`config.mk`:
```
export PLATFORM = sky130hd
export DESIGN_NAME = svram_access_sched_flat
export DESIGN_NICKNAME = d
export VERILOG_FILES = /design/src/rtl/svram_access_sched_if.sv /design/src/rtl/svram_access_sched.sv /design/src/flat_wrapper.sv
export SDC_FILE = /design/constraint.sdc
export NUM_CORES = 1
export LEC_CHECK = 0
export ABC_CLOCK_PERIOD_IN_PS = 3200
export CAP_MARGIN = 20
export CORE_MARGIN = 2
export CORE_UTILIZATION = 35
export CTS_BUF_LIST = sky130_fd_sc_hd__clkbuf_8
export DETAILED_ROUTE_END_ITERATION = 8
export PLACE_DENSITY = 0.56
export SYNTH_ARGS = -nofsm -noshare
export SYNTH_HDL_FRONTEND = slang
export SYNTH_SLANG_ARGS = --single-unit
```
`constraint.sdc`:
```
create_clock -name CLK_24M -period 3.2 [get_ports CLK_24M]
set_input_delay 0.64 -clock CLK_24M [delete_from_list [all_inputs] [get_ports CLK_24M]]
set_output_delay 0.64 -clock CLK_24M [all_outputs]
set_load 0.005 [all_outputs]
```
`src/rtl/svram_access_sched_if.sv`:
```
// ---------------------------------------------------------------------------
// svram_access_sched_if
// Request/response bus between the slow-VRAM access scheduler and the SDRAM
// controller that backs slow VRAM.
//
// Signals:
//   SDR_REQ     request level, held until SDR_ACK
//   SDR_WE      1 = 16-bit write, 0 = 32-bit read
//   SDR_ADDR    request word address
//   SDR_WDATA   write data
//   SDR_ACK     one-clock accept (completion for writes)
//   SDR_RVALID  one-clock read-data strobe
//   SDR_RDATA   read data {word[addr+1], word[addr]}
//
// Modports:
//   master  scheduler side
//   slave   SDRAM controller side
// ---------------------------------------------------------------------------
interface svram_access_sched_if #(
    parameter int ADDR_W = 15
);
    logic              SDR_REQ;
    logic              SDR_WE;
    logic [ADDR_W-1:0] SDR_ADDR;
    logic [15:0]       SDR_WDATA;
    logic              SDR_ACK;
    logic              SDR_RVALID;
    logic [31:0]       SDR_RDATA;

    modport master (
        output SDR_REQ, SDR_WE, SDR_ADDR, SDR_WDATA,
        input  SDR_ACK, SDR_RVALID, SDR_RDATA
    );

    modport slave (
        input  SDR_REQ, SDR_WE, SDR_ADDR, SDR_WDATA,
        output SDR_ACK, SDR_RVALID, SDR_RDATA
    );
endinterface

```
`src/rtl/svram_access_sched.sv`:
```
// ---------------------------------------------------------------------------
// svram_access_sched
// Schedules slow-VRAM slots from the LSPC cycle generator onto the SDRAM
// controller. Fix-map, sprite-map and CPU-read slots become 32-bit SDRAM
// reads; CPU writes are queued in a small FIFO and drained whenever no read
// is pending. Late reads (LATE) and dropped writes (WOVF) are sticky flags.
//
// Optional feature macro: SVRAM_WRFWD_EN
//   When defined, a CPU read whose address matches the newest queued write
//   is answered from the FIFO ({16'h0000, data}) without an SDRAM access.
//
// Ports:
//   CLK_24M         master clock, rising edge
//   RESETP          synchronous active-high reset
//   SLOT_START      one-clock pulse at the start of each slot
//   VRAM_CYCLE      00 fix read, 01 CPU R/W, 10 sprite-map read, 11 idle
//   SVRAM_ADDR      slot word address
//   BWE             active-low CPU write strobe (01 slots only)
//   SVRAM_DATA_OUT  CPU write data
//   SVRAM_DATA_IN   read data returned to the LSPC
//   RD_DONE         one-clock pulse when SVRAM_DATA_IN updates
//   LATE            sticky: slot started while a read was outstanding
//   WOVF            sticky: CPU write dropped, FIFO full
//   FLAG_CLR        clears LATE and WOVF (a simultaneous set wins)
//   WFIFO_LEVEL     write FIFO occupancy
//   sdr             SDRAM request bus (master side)
// ---------------------------------------------------------------------------
module svram_access_sched #(
    parameter  int WFIFO_DEPTH = 4,
    parameter  int ADDR_W      = 15,
    localparam int PTR_W       = $clog2(WFIFO_DEPTH),
    localparam int LVL_W       = PTR_W + 1
) (
    input  logic              CLK_24M,
    input  logic              RESETP,
    input  logic              SLOT_START,
    input  logic [1:0]        VRAM_CYCLE,
    input  logic [ADDR_W-1:0] SVRAM_ADDR,
    input  logic              BWE,
    input  logic [15:0]       SVRAM_DATA_OUT,
    output logic [31:0]       SVRAM_DATA_IN,
    output logic              RD_DONE,
    output logic              LATE,
    output logic              WOVF,
    input  logic              FLAG_CLR,
    output logic [LVL_W-1:0]  WFIFO_LEVEL,
    svram_access_sched_if.master sdr
);

    // state   | meaning
    // IDLE    | nothing on the SDRAM bus; pick a pending read, else a write
    // RD_REQ  | 32-bit read requested at the pending address, wait ACK
    // RD_WAIT | read accepted, wait RVALID to return the data
    // WR_REQ  | FIFO head write requested, wait ACK (never aborted)
    typedef enum logic [1:0] {IDLE, RD_REQ, RD_WAIT, WR_REQ} state_t;

    state_t            state_q, state_d;
    logic              pend_vld_q, pend_vld_d;
    logic [ADDR_W-1:0] pend_addr_q, pend_addr_d;
    logic [ADDR_W-1:0] fifo_addr_q [WFIFO_DEPTH];
    logic [15:0]       fifo_data_q [WFIFO_DEPTH];
    logic [PTR_W-1:0]  wptr_q, wptr_d, rptr_q, rptr_d;
    logic [LVL_W-1:0]  level_q, level_d;
    logic [31:0]       rdata_q, rdata_d;
    logic              rd_done_q, rd_done_d;
    logic              late_q, late_d;
    logic              wovf_q, wovf_d;

    logic slot_rd, slot_wr, fifo_full, fifo_empty, push, pop, fwd_hit, rd_load;

`ifdef SVRAM_WRFWD_EN
    logic             fwd_vld_q, fwd_vld_d;
    logic [15:0]      fwd_data_q, fwd_data_d;
    logic [PTR_W-1:0] newest;
`endif

    always_comb begin
        slot_rd    = SLOT_START && ((VRAM_CYCLE == 2'b00) || (VRAM_CYCLE == 2'b10) ||
                                    ((VRAM_CYCLE == 2'b01) && BWE));
        slot_wr    = SLOT_START && (VRAM_CYCLE == 2'b01) && !BWE;
        fifo_full  = (level_q == LVL_W'(WFIFO_DEPTH));
        fifo_empty = (level_q == '0);
        push       = slot_wr && !fifo_full;
        pop        = (state_q == WR_REQ) && sdr.SDR_ACK;
`ifdef SVRAM_WRFWD_EN
        newest     = wptr_q - 1'b1;
        fwd_hit    = slot_rd && (VRAM_CYCLE == 2'b01) && !fifo_empty &&
                     (fifo_addr_q[newest] == SVRAM_ADDR);
`else
        fwd_hit    = 1'b0;
`endif
        rd_load    = slot_rd && !fwd_hit;
    end

    always_comb begin
        state_d       = state_q;
        pend_vld_d    = pend_vld_q;
        pend_addr_d   = pend_addr_q;
        wptr_d        = wptr_q;
        rptr_d        = rptr_q;
        level_d       = level_q;
        rdata_d       = rdata_q;
        rd_done_d     = 1'b0;
        late_d        = late_q;
        wovf_d        = wovf_q;
        sdr.SDR_REQ   = 1'b0;
        sdr.SDR_WE    = 1'b0;
        sdr.SDR_ADDR  = '0;
        sdr.SDR_WDATA = '0;
`ifdef SVRAM_WRFWD_EN
        fwd_vld_d     = fwd_vld_q;
        fwd_data_d    = fwd_data_q;
`endif

        case (state_q)
            IDLE: begin
                // A read slot arriving this clock blocks a write start so the
                // read does not queue behind a fresh write.
                if (pend_vld_q)
                    state_d = RD_REQ;
                else if (!rd_load && !fifo_empty)
                    state_d = WR_REQ;
            end
            RD_REQ: begin
                sdr.SDR_REQ  = 1'b1;
                sdr.SDR_ADDR = pend_addr_q;
                if (sdr.SDR_ACK) begin
                    pend_vld_d = 1'b0;
                    state_d    = RD_WAIT;
                end
            end
            RD_WAIT: begin
                if (sdr.SDR_RVALID) begin
                    rdata_d   = sdr.SDR_RDATA;
                    rd_done_d = 1'b1;
                    state_d   = IDLE;
                end
            end
            WR_REQ: begin
                sdr.SDR_REQ   = 1'b1;
                sdr.SDR_WE    = 1'b1;
                sdr.SDR_ADDR  = fifo_addr_q[rptr_q];
                sdr.SDR_WDATA = fifo_data_q[rptr_q];
                if (sdr.SDR_ACK)
                    state_d = IDLE;
            end
            default: state_d = IDLE;
        endcase

`ifdef SVRAM_WRFWD_EN
        // Forwarded data yields to a real read return in the same clock.
        if (fwd_vld_q && !rd_done_d) begin
            rdata_d   = {16'h0000, fwd_data_q};
            rd_done_d = 1'b1;
            fwd_vld_d = 1'b0;
        end
        if (fwd_hit) begin
            fwd_vld_d  = 1'b1;
            fwd_data_d = fifo_data_q[newest];
        end
`endif

        // New slot read overrides both an unissued read and an ACK clear.
        if (rd_load) begin
            pend_vld_d  = 1'b1;
            pend_addr_d = SVRAM_ADDR;
        end

        if (push) wptr_d = wptr_q + 1'b1;
        if (pop)  rptr_d = rptr_q + 1'b1;
        case ({push, pop})
            2'b10:   level_d = level_q + 1'b1;
            2'b01:   level_d = level_q - 1'b1;
            default: level_d = level_q;
        endcase

        if (FLAG_CLR) begin
            late_d = 1'b0;
            wovf_d = 1'b0;
        end
        if (SLOT_START && ((state_q == RD_REQ) || (state_q == RD_WAIT) || pend_vld_q))
            late_d = 1'b1;
        if (slot_wr && fifo_full)
            wovf_d = 1'b1;
    end

    always_ff @(posedge CLK_24M) begin
        if (RESETP) begin
            state_q     <= IDLE;
            pend_vld_q  <= 1'b0;
            pend_addr_q <= '0;
            wptr_q      <= '0;
            rptr_q      <= '0;
            level_q     <= '0;
            rdata_q     <= '0;
            rd_done_q   <= 1'b0;
            late_q      <= 1'b0;
            wovf_q      <= 1'b0;
`ifdef SVRAM_WRFWD_EN
            fwd_vld_q   <= 1'b0;
            fwd_data_q  <= '0;
`endif
        end else begin
            state_q     <= state_d;
            pend_vld_q  <= pend_vld_d;
            pend_addr_q <= pend_addr_d;
            wptr_q      <= wptr_d;
            rptr_q      <= rptr_d;
            level_q     <= level_d;
            rdata_q     <= rdata_d;
            rd_done_q   <= rd_done_d;
            late_q      <= late_d;
            wovf_q      <= wovf_d;
`ifdef SVRAM_WRFWD_EN
            fwd_vld_q   <= fwd_vld_d;
            fwd_data_q  <= fwd_data_d;
`endif
        end
    end

    // FIFO storage needs no reset: it is only read behind a non-zero level.
    always_ff @(posedge CLK_24M) begin
        if (push) begin
            fifo_addr_q[wptr_q] <= SVRAM_ADDR;
            fifo_data_q[wptr_q] <= SVRAM_DATA_OUT;
        end
    end

    assign SVRAM_DATA_IN = rdata_q;
    assign RD_DONE       = rd_done_q;
    assign LATE          = late_q;
    assign WOVF          = wovf_q;
    assign WFIFO_LEVEL   = level_q;

endmodule

```
`src/flat_wrapper.sv`:
```
// flat-port wrapper written by rule: the top's interface ports become plain ports
module svram_access_sched_flat 
#(
    parameter  int WFIFO_DEPTH = 4,
    parameter  int ADDR_W      = 15,
    localparam int PTR_W       = $clog2(WFIFO_DEPTH),
    localparam int LVL_W       = PTR_W + 1
)
  (CLK_24M, RESETP, SLOT_START, VRAM_CYCLE, SVRAM_ADDR, BWE, SVRAM_DATA_OUT, SVRAM_DATA_IN, RD_DONE, LATE, WOVF, FLAG_CLR, WFIFO_LEVEL, sdr_SDR_REQ, sdr_SDR_WE, sdr_SDR_ADDR, sdr_SDR_WDATA, sdr_SDR_ACK, sdr_SDR_RVALID, sdr_SDR_RDATA);
  svram_access_sched_if #(.ADDR_W(ADDR_W)) sdr_i ();
  input  logic CLK_24M;
  input  logic RESETP;
  input  logic SLOT_START;
  input  logic [1:0] VRAM_CYCLE;
  input  logic [ADDR_W-1:0] SVRAM_ADDR;
  input  logic BWE;
  input  logic [15:0] SVRAM_DATA_OUT;
  output logic [31:0] SVRAM_DATA_IN;
  output logic RD_DONE;
  output logic LATE;
  output logic WOVF;
  input  logic FLAG_CLR;
  output logic [LVL_W-1:0] WFIFO_LEVEL;
  output wire logic [$bits(sdr_i.SDR_REQ)-1:0] sdr_SDR_REQ;
  output wire logic [$bits(sdr_i.SDR_WE)-1:0] sdr_SDR_WE;
  output wire logic [$bits(sdr_i.SDR_ADDR)-1:0] sdr_SDR_ADDR;
  output wire logic [$bits(sdr_i.SDR_WDATA)-1:0] sdr_SDR_WDATA;
  input wire logic [$bits(sdr_i.SDR_ACK)-1:0] sdr_SDR_ACK;
  input wire logic [$bits(sdr_i.SDR_RVALID)-1:0] sdr_SDR_RVALID;
  input wire logic [$bits(sdr_i.SDR_RDATA)-1:0] sdr_SDR_RDATA;
  assign sdr_SDR_REQ = sdr_i.SDR_REQ;
  assign sdr_SDR_WE = sdr_i.SDR_WE;
  assign sdr_SDR_ADDR = sdr_i.SDR_ADDR;
  assign sdr_SDR_WDATA = sdr_i.SDR_WDATA;
  assign sdr_i.SDR_ACK = sdr_SDR_ACK;
  assign sdr_i.SDR_RVALID = sdr_SDR_RVALID;
  assign sdr_i.SDR_RDATA = sdr_SDR_RDATA;
  svram_access_sched #(.WFIFO_DEPTH(WFIFO_DEPTH), .ADDR_W(ADDR_W)) u_core (.CLK_24M(CLK_24M), .RESETP(RESETP), .SLOT_START(SLOT_START), .VRAM_CYCLE(VRAM_CYCLE), .SVRAM_ADDR(SVRAM_ADDR), .BWE(BWE), .SVRAM_DATA_OUT(SVRAM_DATA_OUT), .SVRAM_DATA_IN(SVRAM_DATA_IN), .RD_DONE(RD_DONE), .LATE(LATE), .WOVF(WOVF), .FLAG_CLR(FLAG_CLR), .WFIFO_LEVEL(WFIFO_LEVEL), .sdr(sdr_i));
endmodule
```
# After elaboration in Yosys (flattened, before gate mapping)
# Memory sizes are Yosys's and may differ from the RTL's. A register that Yosys moved wholly into a read port is not among the register bits.
# Index checks and enable logic that the tools add are counted.
# totals
regBits,60
mem_count,2
output_inout_bits,71
word_cells,83
mem_bits_rw,124
in_bits,72
# op_classes
n_addsub,4
reduce_logical,30
n_bitwise,1
n_mux,24
eq_ne,12
# memory_table
name,words,word_bits,rd,rd_ports_with_merged_regs,write_ports,line_no,rtl
u_core.fifo_data_q,4,16,1,1,1,svram_access_sched.sv:61,logic [15:0] fifo_data_q [WFIFO_DEPTH];
u_core.fifo_addr_q,4,15,1,1,1,svram_access_sched.sv:60,logic [ADDR_W-1:0] fifo_addr_q [WFIFO_DEPTH];
# op_table
cell,n
case mux 15 bit (2 select lines),1
two-way mux 2 bit,9
two-way mux 16 bit,1
two-way mux 1 bit,11
nonzero test 2 bit,5
logical AND 1 bit,9
"== test 2 bit, second input constant",4
case mux 2 bit (4 select lines),1
"== test 2 x 1 -> 1 bit, second input constant",3
"inequality test 2 bit, second input constant",3
case mux 3 bit (2 select lines),1
"adder 2 x 1 -> 2 bit, second input constant",2
logical NOT 1 bit,4
logical NOT 2 bit,2
logical OR 1 bit,4
AND reduction 2 bit,2
AND reduction 4 bit,1
OR reduction 2 bit,2
"adder 3 x 1 -> 3 bit, second input constant",1
"== test 3 bit, second input constant",1
logical NOT 3 bit,1
"inequality test 3 x 1 -> 1 bit, second input constant",1
"subtractor 3 x 1 -> 3 bit, second input constant",1
NOT 1 bit,1

# Depth between registers and ports, before layout
# Gate-level depths: netlist of the first run.
# logic_depth
word_depth,9
mapped_depth,9
ltp_nobuf,9

# Worst setup path after synthesis of the first run
# No wires, ideal clock.
# synth_timing
kind,in2reg
startpoint,input port BWE
endpoint,"memory u_core.fifo_addr_q[0][0], enable pin"
n_path_buf,0
setup_time_ns,0.391
arrival_time_ns,2.009
cell_stages,3
t_required_ns,2.809
slack_ns,0.800
cell_sequence,and4bb_2 -> a21boi_2 -> and2_1
# synth_between
elab_chain_cells,5
# synth_lines
element,line_no,rtl
from (decl),flat_wrapper.sv:16,input logic BWE;
logical NOT 1 bit,svram_access_sched.sv:80,slot_wr = SLOT_START && (VRAM_CYCLE == 2'b01) && !BWE;
logical AND 1 bit,svram_access_sched.sv:80,
logical AND 1 bit,svram_access_sched.sv:83,push = slot_wr && !fifo_full;
two-way mux 1 bit,svram_access_sched.sv:223,if (push) begin
two-way mux 1 bit (not written as such),svram_access_sched.sv:224,fifo_addr_q[wptr_q] <= SVRAM_ADDR;
to (decl),svram_access_sched.sv:60,
# Every way passes these cells.

==> results.py, run 1 <==
metrics = {
    "outcome": {
        "outcome": "completed",
    },
    "yosys": {
        "yosysMostFrequentCell": "edfxtp_1",
        "ys.flop_type": "edfxtp_1",
        "yosysTopAreaCell": "edfxtp_1",
        "post-synth-top-area-fraction_pct": 52.0,
        "synth_edf_count": 124,
        "ys_warn_count": 0,
        "synth_common_cells": "edfxtp_1 (124), nand2_1 (68), dfxtp_1 (62)",
        "syn-cell-area_um2": 7160,
        "ys_seq_elements": 186,
        "synth_cell_types": 30,
        "synth_area_leaders": "edfxtp_1 (52%), dfxtp_1 (17%), mux4_2 (9.7%), nand2_1 (3.6%), a21oi_1 (2.5%)",
        "async_flop_share_pct": 0,
        "seq_area_frac_synth_pct": 69.3,
        "synth_nets": 558,
        "syn_inst": 475,
        "synth_area_per_cell_um2": 15.1,
    },
    "pwr": {
        "ir_worst_vdd_v": 0.000272,
        "power.total_uw": 5000,
        "swShare_pct": 25.9,
        "p_seq_share_pct": 53.6,
        "internal-power_uw": 3710,
        "p_per_area_nw_per_um2": 534,
        "p_switching_uw": 1300,
        "p_leak_uw": 0.00307,
        "pwr-share-clk_pct": 30.2,
        "p_comb_share_pct": 16.2,
    },
    "place": {
        "pre_cts_slack_ns": 0.211,
        "dp.final_hpwl_um": 10300,
        "gp_congestion": 0.729,
        "placed_cells": 872,
        "io_buffer_count": 142,
    },
    "grt": {
        "grt_overflow_total": 0,
        "grt_use_total_pct": 15.4,
        "grt_pass1_wl_um": 25200,
        "antenna_found_initial": 0,
        "grt_max_degree": 35,
        "grt_pass1_vias": 4587,
    },
    "timing": {
        "min_period_ns": 3.03,
        "layout_setup_ws_ns": 0.174,
        "post-route-period-util_pct": 94.6,
        "worstMarginPinSlew_ns": 0.673,
        "drv_slew": 0,
        "hold_viol_final": 0,
        "rsz0062_at_grt": "no",
        "slew_headroom_pct": 55.2,
        "finClkSkew_ns": 0.0123,
        "max_freq_mhz": 330,
        "fin_setup_tns_ns": 0,
        "setup_viol_count_final": 0,
    },
    "run": {
        "drv_cap": 0,
    },
    "cells_and_area": {
        "syn_to_final_growth_pct": 30.8,
        "layout-drive-gt1-share_pct": 13.7,
        "nNetsFinal": 705,
        "layoutNonFillerInstCount": 905,
        "antenna-diode-count": 0,
    },
    "cts": {
        "cts_buffer_depth": 2,
        "cts.clk_slew.worst_paths_ns": 0.10,
        "clockRootBuffer": "clkbuf_8",
        "postCtsResizedCells": 1,
        "insertion_delay_ns": 0.46,
        "cts_tree": "built",
        "cts_hold_buf": 0,
        "cts_setup_buffers": 0,
        "cts_buffers": 17,
        "clock-sinks": 186,
        "htreeDepth": 4,
    },
    "die": {
        "die_w_um": 147,
        "die-area_um2": 21600,
        "num_rows": 52,
        "ios": 143,
        "core_um2": 20200,
        "fp.dieH_um": 147,
        "initial_utilization_pct": 35.5,
    },
    "detailed_routing": {
        "routed_wl_um": 15900,
        "drtIter0Drc": 151,
        "firstDrtPassIters": 4,
        "ant_nets": 0,
        "wl_per_cell_um": 17.6,
        "dr_total_vias": 4266,
        "routed_via_density": 4.71,
        "drc": 0,
    },
    "setup_path": {
        "worstSetupPathType": "register to output pin",
        "end_kind": "output pin",
        "start_kind": "register",
        "cp_slowest_stage_delay_ns": 0.55,
        "slowest_stage": "mux4_2",
        "crit_fanout": 18,
        "arrival_ns": 2.39,
        "required_ns": 2.56,
        "cp_cell_sequence": "buf_4 > mux4_2 > a22o_1 > clkdlybuf4s50_1",
    },
    "min_path": {
        "hp-class": "register to register",
    },
}
[through the flow]
stage               hold WS [ns]  util [%]  instance area, um2
floorplan                  0.448         -                7160
global placement           0.442      44.4                8960
CTS                        0.462      46.3                9340
detailed placement         0.448      44.4                8960
global route               0.479      46.5                9370
finish                     0.459      46.5                9370
[sequential cells by signal (all words and copies together), names as in the netlist, named ones only]
| name | flops |
|---|---|
| u_core.SVRAM_DATA_IN | 32 |
| u_core.WOVF | 1 |
| u_core.LATE | 1 |
| u_core.rptr_q | 2 |
| u_core.state_q | 2 |
| u_core.WFIFO_LEVEL | 3 |
| u_core.fifo_data_q | 64 |
| u_core.pend_addr_q | 15 |
| u_core.fifo_addr_q | 60 |
| u_core.RD_DONE | 1 |
| u_core.wptr_q | 2 |
| u_core.pend_vld_q | 1 |
[layer usage]
layer	global-route usage, %	vias up	wire length, um	share of wire [%]
met3	3.98	17	743	4.7
li1	-	2035	-	-
met2	26.0	104	7920	50
met1	19.2	2110	7010	44
met5	0	-	0	0
met4	5.29	0	263	1.7
[power by group through the flow]
stage	Sequential (uW)	Combinational [uW]	Clock, uW
3_3_place_gp	2730	791	0
6_report	2680	809	1510
4_1_cts	2680	810	1570
2_1_floorplan	2730	401	0
5_1_grt	2690	893	1660
3_5_place_dp	2740	802	0
[cell families after synthesis]
| logic type | synth area share [%] |
|---|---|
| AOI/OAI and AO/OA | 5.33 |
| xor gates and xnor gates | 0.611 |
| adders and majority gates | 2.03 |
| buffers and inverters | 2.55 |
| DFF | 69.3 |
| muxes | 12.4 |
| and+or+nand+nor | 7.77 |
[cells in the final DEF, fill, tap and decap left out, types with 4 or more instances in the layout]
cell	instances
and2_1	18
a22o_1	15
nor2_1	30
a21oi_1	36
mux4_2	31
clkbuf_8	17
inv_1	14
ha_1	9
nand2_1	68
mux2i_1	18
buf_4	6
inv_6	4
buf_12	6
edfxtp_1	124
clkdlybuf4s50_1	141
and2_2	4
dfxtp_1	60
[final cells by class]
type / instances / area [um2]
Fill cell: 1814 / 10800
Clock buffer: 17 / 234
Multi-Input combinational cell: 250 / 2040
Clock inverter: 15 / 141
Tap cell: 270 / 338
Inverter: 12 / 45.0
Timing Repair Buffer: 155 / 1610
Sequential cell: 186 / 4970
[critical path, delay by kind of cell, from the launching register on]
kind / cells / cell delay, ns
buf+inv: 2 / 0.82
mux: 1 / 0.55
flops: 1 / 0.34
compound gates: 1 / 0.20
[worst paths after layout]
kind / depth (start not counted) / end / from / slack [ns]
setup / recovery: 4 / sdr_SDR_ADDR[12] / register / 0.17
hold / removal: 2 / u_core.SVRAM_DATA_IN[1] / u_core.SVRAM_DATA_IN[1] / 0.46
setup reg to reg: 8 / u_core.WFIFO_LEVEL[2] / u_core.state_q[0] / 0.78
hold reg to reg: 2 / u_core.SVRAM_DATA_IN[1] / u_core.SVRAM_DATA_IN[1] / 0.46
Power figures use the tool's default switching activity.
==> run 2: changes to the inputs <==
GPL_TIMING_DRIVEN = 0   (was unset)
==> results.py, run 2 (synthesis results as in run 1) <==
metrics = {
    "outcome": {
        "outcome": "completed",
    },
    "detailed_routing": {
        "ant_nets": 0,
        "drc": 0,
        "routed_via_density": 4.70,
        "drtIter0Drc": 257,
        "wl_per_cell_um": 17.4,
        "firstDrtPassIters": 4,
        "dr_total_vias": 4331,
        "routed_wl_um": 16100,
    },
    "pwr": {
        "ir_worst_vdd_v": 0.000277,
        "pwr-share-clk_pct": 31.5,
        "p_comb_share_pct": 15.8,
        "p_per_area_nw_per_um2": 539,
        "swShare_pct": 25.6,
        "p_switching_uw": 1300,
        "p_leak_uw": 0.00312,
        "p_seq_share_pct": 52.7,
        "internal-power_uw": 3790,
    },
    "setup_path": {
        "cp_slowest_stage_delay_ns": 0.54,
        "reg2reg_depth": 8,
        "start_kind": "register",
        "end_kind": "output pin",
        "cp_cell_sequence": "buf_4 > mux4_2 > and2_1 > clkdlybuf4s50_1",
        "r2r-start": "u_core.state_q[0]",
        "r2r_setup_slack_ns": 0.87,
        "slowest_stage": "mux4_2",
        "required_ns": 2.56,
        "crit_family": "buffers and inverters",
        "r2r_end": "u_core.WFIFO_LEVEL[2]",
        "crit_fanout": 10,
        "arrival_ns": 2.40,
        "worstSetupPathType": "register to output pin",
        "critical_path.n_buffers_inverters": 2,
    },
    "cts": {
        "clock-sinks": 186,
        "cts_buffers": 17,
        "clockRootBuffer": "clkbuf_8",
        "cts_setup_buffers": 0,
        "cts.clk_slew.worst_paths_ns": 0.10,
        "cts_tree": "built",
        "cts_hold_buf": 0,
        "htreeDepth": 4,
        "cts_buffer_depth": 2,
        "insertion_delay_ns": 0.47,
    },
    "min_path": {
        "worstHoldStart": "u_core.SVRAM_DATA_IN[6]",
        "min_to": "u_core.SVRAM_DATA_IN[6]",
        "min_path_cells": 2,
        "hp-class": "register to register",
    },
    "cells_and_area": {
        "final_common_cell": "clkdlybuf4s50_1",
        "layout_common_cells": "clkdlybuf4s50_1 (141), edfxtp_1 (124), nand2_1 (68), dfxtp_1 (62), a21oi_1 (36)",
        "syn_to_final_growth_pct": 31.7,
        "multi_input_area_um2": 2020,
        "largest-register": "u_core.fifo_data_q",
        "fillCellCount": 1813,
        "largest_reg_flops": 64,
        "nNetsFinal": 722,
        "stdcell_area_um2": 9430,
        "layout-drive-gt1-share_pct": 14.1,
        "antenna-diode-count": 0,
        "seq_area_um2": 4960,
    },
    "timing": {
        "min_period_ns": 3.04,
        "post-route-period-util_pct": 95.0,
        "drv_slew": 0,
        "whs_ns": 0.460,
        "setup_viol_count_final": 0,
        "finClkSkew_ns": 0.0120,
        "max_freq_mhz": 329,
        "hold_viol_final": 0,
        "rsz0062_at_grt": "no",
        "slew_headroom_pct": 59.3,
        "layout_setup_ws_ns": 0.161,
        "worstMarginPinSlew_ns": 0.611,
    },
    "place": {
        "io_buffer_count": 141,
        "dp.final_hpwl_um": 10800,
        "gp_congestion": 0.760,
        "dpl_cell_area_um2": 9010,
        "pre_cts_slack_ns": 0.226,
    },
    "die": {
        "ios": 143,
        "initial_utilization_pct": 35.5,
        "num_rows": 52,
        "die_w_um": 147,
        "die-area_um2": 21600,
        "fp.dieH_um": 147,
        "core_um2": 20200,
    },
    "run": {
        "drv_cap": 0,
    },
    "grt": {
        "grt_max_degree": 22,
        "grt_pass1_vias": 4597,
        "antenna_found_initial": 0,
        "grt_overflow_total": 0,
        "grt_pass1_wl_um": 25200,
        "grt_use_total_pct": 15.5,
    },
}
==> run 2: cell count changes in the layout (fill, tap and decap cells not counted), moves of 2 or more <==
cell      before  now
buf_2          1    7
clkbuf_1       0   10
dfxtp_1       60   62
buf_6          0    3
dfxtp_2        2    0
buf_4          6    2
clkbuf_2       0    5
inv_1         14   12
buf_12         6    2
==> run 2: area by class of cell <==
| cell class | instances | share of cell area (%) |
|---|---|---|
| sequential | 186 | 52.6 |
| multi-input combinational | 250 | 21.4 |
| clock inverter | 15 | 1.87 |
| tap | 270 | 3.58 |
| timing repair buffer | 145 | 16.0 |
| buffer | 27 | 1.55 |
| clock buffer | 17 | 2.48 |
| inverter | 12 | 0.478 |
==> run 2: worst max-delay path by stage <==
stage,end,depth (start not counted),startpoint
5_1_grt,sdr_SDR_ADDR[11],6,u_core.state_q[1]
2_1_floorplan,u_core.fifo_addr_q[0][0],3,BWE
3_5_place_dp,u_core.WFIFO_LEVEL[2],10,SLOT_START
4_1_cts,sdr_SDR_ADDR[10],4,u_core.state_q[0]
6_report,sdr_SDR_WDATA[5],4,register
3_3_place_gp,u_core.fifo_data_q[3][3],4,SLOT_START
==> run 2: what timing repair did <==
item | CTS | global route
cloned | 0 | 0
endpoints found under the hold margin | 0 | 0
gates resized for setup | 4 | 6
setup endpoints to repair | 13 | 13
==> run 2: metrics by stage <==
| stage | instances | total power [uW] | utilization (%) | setup TNS [ns] |
|---|---|---|---|---|
| final | 922 | 5090 | 46.8 | 0 |
| after global routing | 922 | 5330 | 46.8 | 0 |
| after CTS | 922 | 5160 | 46.7 | 0 |
| after detailed placement | 890 | 3540 | 44.7 | 0 |
| after global placement | 886 | 3530 | 44.2 | -66.67 |
| after floorplan | 475 | 3140 | - | 0 |
==> run 2: power groups by stage <==
stage / clock [uW] / sequential (uW) / combinational [uW]
floorplan: 0 / 2730 / 401
global placement: 0 / 2730 / 793
detailed placement: 0 / 2740 / 805
CTS: 1660 / 2680 / 818
global route: 1750 / 2690 / 887
finish: 1600 / 2680 / 803
==> run 2: metal layers <==
layer  routed length [um]  GRT usage [%]  part of all wire, %
met5                    0              0                    0
met4                  275           5.34                  1.7
met3                  692           3.88                  4.3
met2                 8060           26.3                   50
met1                 7050           19.3                   44
==> run 2: worst min-delay path, delay by kind of cell, from the launching register on <==
kind | cells | cell delay [ns]
DFF | 1 | 0.32
AOI/OAI and AO/OA | 1 | 0.05
and+or+nand+nor | 1 | 0.05
